### config.mk
export PLATFORM = sky130hd
export DESIGN_NAME = aud_sram_sched
export DESIGN_NICKNAME = d
export VERILOG_FILES = /design/src/rtl/aud_sram_sched.sv
export SDC_FILE = /design/constraint.sdc
export NUM_CORES = 1
export LEC_CHECK = 0
export CAP_MARGIN = 20
export CORE_AREA = 2 2 86 88
export CTS_BUF_LIST = sky130_fd_sc_hd__clkbuf_4 sky130_fd_sc_hd__clkbuf_8
export DETAILED_ROUTE_END_ITERATION = 10
export DIE_AREA = 0 0 88 90
export MAX_ROUTING_LAYER = met4
export PLACE_DENSITY = 0.83
export SETUP_SLACK_MARGIN = 0.05
export SYNTH_ARGS = -nofsm -noshare
export SYNTH_HDL_FRONTEND = slang
export SYNTH_SLANG_ARGS = --single-unit
### constraint.sdc
create_clock -name i_clk -period 1.96 [get_ports i_clk]
set_input_delay 0.294 -clock i_clk [delete_from_list [all_inputs] [get_ports i_clk]]
set_output_delay 0.294 -clock i_clk [all_outputs]
set_load 0.01 [all_outputs]
### src/rtl/aud_sram_sched.sv
// rtl/aud_sram_sched.sv - audio key sequencer and SRAM port owner (recorder writes / DSP reads)
// Optional one-shot playback: define AUD_SCHED_AUTOSTOP_EN.
module aud_sram_sched #(
  parameter int                ADDR_W      = 20,
  parameter int                DATA_W      = 16,
  parameter logic [ADDR_W-1:0] MAX_ADDR    = {ADDR_W{1'b1}},
  parameter int                TURN_CYCLES = 2
) (
  input  logic              i_clk,
  input  logic              i_rst,
  input  logic              i_key_rec,
  input  logic              i_key_play,
  input  logic              i_key_pause,
  input  logic              i_key_stop,
  input  logic              i_rec_we,
  input  logic [ADDR_W-1:0] i_rec_addr,
  input  logic [DATA_W-1:0] i_rec_data,
  input  logic [ADDR_W-1:0] i_dsp_addr,
  output logic              o_rec_start,
  output logic              o_rec_pause,
  output logic              o_dsp_start,
  output logic              o_dsp_pause,
  output logic [ADDR_W-1:0] o_stop_addr,
  output logic [ADDR_W-1:0] o_sram_addr,
  output logic [DATA_W-1:0] o_sram_wdata,
  output logic              o_sram_we_n,
  output logic              o_sram_oe_n,
  output logic [2:0]        o_state
);

  localparam int CNT_W = (TURN_CYCLES > 1) ? $clog2(TURN_CYCLES) : 1;
  localparam logic [CNT_W-1:0] TURN_LAST = CNT_W'(TURN_CYCLES - 1);

  typedef enum logic [2:0] {
    ST_IDLE   = 3'd0,
    ST_TURN   = 3'd1,
    ST_REC    = 3'd2,
    ST_REC_P  = 3'd3,
    ST_PLAY   = 3'd4,
    ST_PLAY_P = 3'd5
  } state_t;

  state_t            state_q, state_d;
  logic              tgt_rec_q, tgt_rec_d;
  logic [CNT_W-1:0]  cnt_q, cnt_d;
  logic              has_rec_q, has_rec_d;
  logic              rec_wr_q, rec_wr_d;
  logic [ADDR_W-1:0] stop_addr_q, stop_addr_d;
  logic              rec_start_q, rec_start_d;
  logic              rec_pause_q, rec_pause_d;
  logic              dsp_start_q, dsp_start_d;
  logic              dsp_pause_q, dsp_pause_d;
  logic [ADDR_W-1:0] sram_addr_q, sram_addr_d;
  logic [DATA_W-1:0] sram_wdata_q, sram_wdata_d;
  logic              we_n_q, we_n_d;
  logic              oe_n_q, oe_n_d;
  logic              wr_acc;
`ifdef AUD_SCHED_AUTOSTOP_EN
  logic              match_q, match_d;
  logic              match_now;
`endif

  always_comb begin
    state_d      = state_q;
    tgt_rec_d    = tgt_rec_q;
    cnt_d        = cnt_q;
    has_rec_d    = has_rec_q;
    rec_wr_d     = rec_wr_q;
    stop_addr_d  = stop_addr_q;
    rec_start_d  = 1'b0;
    dsp_start_d  = 1'b0;
    dsp_pause_d  = 1'b0;
    sram_addr_d  = sram_addr_q;
    sram_wdata_d = sram_wdata_q;
    we_n_d       = 1'b1;
    oe_n_d       = 1'b1;
    wr_acc       = (state_q == ST_REC) && i_rec_we;
`ifdef AUD_SCHED_AUTOSTOP_EN
    match_now    = (state_q == ST_PLAY) && (i_dsp_addr == stop_addr_q);
    match_d      = match_now;
`endif

    // While recording, sram_addr_q always holds the most recent accepted write address.
    if (wr_acc) begin
      sram_addr_d  = i_rec_addr;
      sram_wdata_d = i_rec_data;
      we_n_d       = 1'b0;
      rec_wr_d     = 1'b1;
    end

    case (state_q)
      ST_IDLE: begin
        if (!i_key_stop && !i_key_pause) begin
          if (i_key_rec) begin
            state_d   = ST_TURN;
            tgt_rec_d = 1'b1;
            cnt_d     = '0;
          end else if (i_key_play && has_rec_q) begin
            state_d   = ST_TURN;
            tgt_rec_d = 1'b0;
            cnt_d     = '0;
          end
        end
      end
      ST_TURN: begin
        if (i_key_stop) begin
          state_d = ST_IDLE;
        end else if (cnt_q == TURN_LAST) begin
          if (tgt_rec_q) begin
            state_d     = ST_REC;
            rec_start_d = 1'b1;
            rec_wr_d    = 1'b0;
          end else begin
            state_d     = ST_PLAY;
            dsp_start_d = 1'b1;
          end
        end else begin
          cnt_d = cnt_q + 1'b1;
        end
      end
      ST_REC, ST_REC_P: begin
        if (i_key_stop || (wr_acc && i_rec_addr == MAX_ADDR)) begin
          state_d = ST_IDLE;
          if (wr_acc || rec_wr_q) begin
            has_rec_d   = 1'b1;
            stop_addr_d = wr_acc ? i_rec_addr : sram_addr_q;
          end
        end else if (i_key_pause) begin
          state_d = (state_q == ST_REC) ? ST_REC_P : ST_REC;
        end
      end
      ST_PLAY: begin
        if (i_key_stop) begin
          state_d = ST_IDLE;
        end else if (i_key_pause) begin
          state_d     = ST_PLAY_P;
          dsp_pause_d = 1'b1;
        end
`ifdef AUD_SCHED_AUTOSTOP_EN
        else if (match_now && match_q) begin
          state_d = ST_IDLE;
        end
`endif
      end
      ST_PLAY_P: begin
        // A paused DSP stopped here is re-armed by its next start pulse.
        if (i_key_stop) begin
          state_d = ST_IDLE;
        end else if (i_key_pause) begin
          state_d     = ST_PLAY;
          dsp_pause_d = 1'b1;
        end
      end
      default: state_d = ST_IDLE;
    endcase

    // Read enable tracks the next state so it is live in the first PLAY cycle and drops on stop.
    if (state_d == ST_PLAY || state_d == ST_PLAY_P) begin
      sram_addr_d = i_dsp_addr;
      oe_n_d      = 1'b0;
    end
    rec_pause_d = (state_d == ST_REC_P);
  end

  always_ff @(posedge i_clk) begin
    if (i_rst) begin
      state_q      <= ST_IDLE;
      tgt_rec_q    <= 1'b0;
      cnt_q        <= '0;
      has_rec_q    <= 1'b0;
      rec_wr_q     <= 1'b0;
      stop_addr_q  <= '0;
      rec_start_q  <= 1'b0;
      rec_pause_q  <= 1'b0;
      dsp_start_q  <= 1'b0;
      dsp_pause_q  <= 1'b0;
      sram_addr_q  <= '0;
      sram_wdata_q <= '0;
      we_n_q       <= 1'b1;
      oe_n_q       <= 1'b1;
`ifdef AUD_SCHED_AUTOSTOP_EN
      match_q      <= 1'b0;
`endif
    end else begin
      state_q      <= state_d;
      tgt_rec_q    <= tgt_rec_d;
      cnt_q        <= cnt_d;
      has_rec_q    <= has_rec_d;
      rec_wr_q     <= rec_wr_d;
      stop_addr_q  <= stop_addr_d;
      rec_start_q  <= rec_start_d;
      rec_pause_q  <= rec_pause_d;
      dsp_start_q  <= dsp_start_d;
      dsp_pause_q  <= dsp_pause_d;
      sram_addr_q  <= sram_addr_d;
      sram_wdata_q <= sram_wdata_d;
      we_n_q       <= we_n_d;
      oe_n_q       <= oe_n_d;
`ifdef AUD_SCHED_AUTOSTOP_EN
      match_q      <= match_d;
`endif
    end
  end

  assign o_rec_start  = rec_start_q;
  assign o_rec_pause  = rec_pause_q;
  assign o_dsp_start  = dsp_start_q;
  assign o_dsp_pause  = dsp_pause_q;
  assign o_stop_addr  = stop_addr_q;
  assign o_sram_addr  = sram_addr_q;
  assign o_sram_wdata = sram_wdata_q;
  assign o_sram_we_n  = we_n_q;
  assign o_sram_oe_n  = oe_n_q;
  assign o_state      = state_q;

endmodule

==> flow_summary.ini <==
[job]
maxCapViolCount = 0

[min_path]
hold_start = i_rec_addr[19]
min_to = o_sram_addr[19]$_SDFF_PP0_
holdCritPathClass = input port to flip-flop
holdPathStages = 3

[floorplanning]
start_util_pct = 41.9
fp.dieH_um = 90
io_pins = 128
dieWidth_um = 88
num_rows = 31
dieArea_um2 = 7920
coreArea_um2 = 7020

[yosys]
ys_warn_count = 0
syn_area_per_cell_um2 = 9.52
postSynthCellCount = 309
syn_nets = 372
synth_seq_cells = 69
synth.distinct_cells = 33
synthesis.area_um2 = 2940
yosysSeqAreaShare_pct = 47.0

[timing]
timing.final.crit_share_pct = 95.2
fin_crit_ns = 1.87
slew_headroom_pct = 75.9
fmax_mhz = 536
fin_worst_skew_ns = 0.0146
rsz0062_at_grt = false
tightest_slew_ns = 0.362
hold_viol_final = 0
setup_viol = 0
final_max_slew_viol_count = 0
hold_slack_ns = 0.390

[routing]
wl_mm = 8.36
first_pass_iters = 4
vias = 2787
first_iter_violations = 114
ant_nets = 0
vias_per_cell = 4.95
drc_errors = 0
wl_per_cell_um = 14.9

[worst_setup_path]
cp.arrival_ns = 2.10
start_kind = input port
reg2reg_setup_slack_ns = 0.20
critPathMaxFanout = 6
cp_slowest_cell = clkdlybuf4s50_1
critical_path_required_ns = 2.20
r2r_cells = 6
r2r_start = o_state[0]$_SDFF_PP0_
endpoint_kind = flip-flop
crit_chain = clkdlybuf4s50_1, nand4_1, nor4_4, o2111ai_4, clkbuf_16, mux2_4
worst_path_largest_cell_delay_ns = 0.47
r2r_end = o_stop_addr[10]$_SDFFE_PP0P_
path_class = input port to flip-flop

[grt]
grt_start_max_net_pins = 89
grt.overflow.total = 0
grtUsageTotal_pct = 22.1
grt_antenna_before_repair = 1
grt_pass1_wl_mm = 13.3
first_global_vias = 2808

[finish]
utilization_pct = 68.5
syn_to_final_growth_pct = 63.6
final_common_cell = clkdlybuf4s50_1
final_area_um2 = 4810
fin_cells = 563
drive_gt1_share_pct = 16.8
nNetsFinal = 521
final_cell_mix = 119 x clkdlybuf4s50_1, 69 x dfxtp_1, 44 x nor2_1, 35 x nand2_1, 30 x buf_4

[clock_tree]
cts_buffers = 9
htreeDepth = 3
root_buffer = clkbuf_8
cts_tree = built
clock_latency_ns = 0.35
clk_pin_slew_ns = 0.08
cts_sinks = 69
cts_hold_buf = 0
cts.path.max_buffers = 2

[placement]
place_hpwl_mm = 5.92
io_buffers = 127
place_congestion = 0.783
placed_area_um2 = 4530
dpl.cell_count = 543

[power_and_ir_drop]
p_leak_nw = 2.01
powerDensity_nw_per_um2 = 587
power_w = 0.00282
peakVddDrop_mv = 0.346

[outcome]
status = finished, final reports clean
## state kept, by name (all words and copies together), names as in the netlist
| register | cells |
|---|---|
| o_rec_start | 1 |
| rec_wr_q | 1 |
| o_sram_oe_n | 1 |
| o_sram_we_n | 1 |
| o_state | 3 |
| o_sram_wdata | 16 |
| o_dsp_start | 1 |
| tgt_rec_q | 1 |
| o_sram_addr | 20 |
| cnt_q | 1 |
| o_dsp_pause | 1 |
| has_rec_q | 1 |
| o_stop_addr | 20 |
| o_rec_pause | 1 |
## cells by family after synthesis
group	after synthesis	share of synthesized area (%)
XOR/XNOR	1	0.298
AO/OA/AOI/OAI	49	11.0
buffers and inverters	29	4.89
AND/OR/NAND/NOR	121	20.0
multiplexers	40	16.9
flip-flops	69	47.0
## synthesized netlist by cell type
master      n  area [µm²]
a2111o_1    1        11.3
a211oi_1   20         150
a21oi_1    21         105
and3_1      1        6.26
and3b_1     2        17.5
buf_1       1        3.75
buf_2       4        20.0
buf_4       2        15.0
buf_6       3        33.8
clkbuf_1   15        56.3
dfxtp_1    69        1380
inv_1       4        15.0
mux2_2      1        11.3
mux2_4     19         285
mux2i_1    20         200
nand2_1    35         131
nand2b_1    2        12.5
nand4_1     6        37.5
nand4bb_1   1        11.3
nor2_1     44         165
nor2b_1    21         131
nor3_1      4        20.0
nor4_4      1        21.3
nor4b_1     1        8.76
nor4bb_1    1        10.0
o2111ai_2   1        15.0
o211ai_1    1        7.51
o21ai_0     2        10.0
o311ai_0    1        8.76
o31ai_1     2        15.0
or2_2       1        6.26
or4_1       1        7.51
xnor2_1     1        8.76
## worst max-delay path by stage
stage,startpoint,end,slack (ns),depth (start not counted)
2_1_floorplan,o_state[2]$_SDFF_PP0_,o_stop_addr[10]$_SDFFE_PP0P_,0.09,7
3_3_place_gp,i_rec_we,o_stop_addr[8]$_SDFFE_PP0P_,-0.23,6
3_5_place_dp,i_rec_we,o_stop_addr[5]$_SDFFE_PP0P_,-0.27,6
4_1_cts,i_rec_we,o_stop_addr[0]$_SDFFE_PP0P_,0.07,6
5_1_grt,i_rec_addr[7],o_stop_addr[10]$_SDFFE_PP0P_,0.05,6
6_report,i_rec_addr[7],o_stop_addr[10]$_SDFFE_PP0P_,0.09,6
## timing repair
action	in CTS	in global routing
endpoints found under the setup margin	0	20
setup buffers	0	2
gates resized for setup	0	9
## critical path, delay by kind of cell
family                 cells  cell delay, ns
multiplexers               1            0.29
AND/OR/NAND/NOR            2            0.59
buffers and inverters      2            0.70
AO/OA/AOI/OAI              1            0.23
## report_power, final
part / switching (W) / internal [W]
sequential: 0.00000268 / 0.00140
combinational: 0.0000759 / 0.000136
clock: 0.000601 / 0.000605
## final cells by class
cell class | count | area (µm²)
inverters | 4 | 15.0
repair buffers | 163 | 1630
flip-flops and latches | 69 | 1380
clock buffers | 9 | 124
diodes | 1 | 2.50
clock inverters | 7 | 80.1
multi-input cells | 211 | 1460
fillers | 554 | 2210
well taps | 99 | 124
## per-layer routing
metal | vias up | GRT usage (%) | share of wire [%]
li1 | 1363 | - | -
met1 | 1295 | 25.9 | 43
met2 | 102 | 35.4 | 48
met3 | 27 | 5.14 | 5.8
met4 | 0 | 10.0 | 3.0
met5 | - | - | 0
## per-stage QoR
stage | setup WS (ns) | setup TNS (ns)
2_1_floorplan | 0.0922 | 0
3_3_place_gp | -0.226 | -4.44
3_5_place_dp | -0.273 | -5.30
4_1_cts | 0.0668 | 0
5_1_grt | 0.0479 | 0
6_report | 0.0933 | 0
Power figures use the tool's default switching activity.
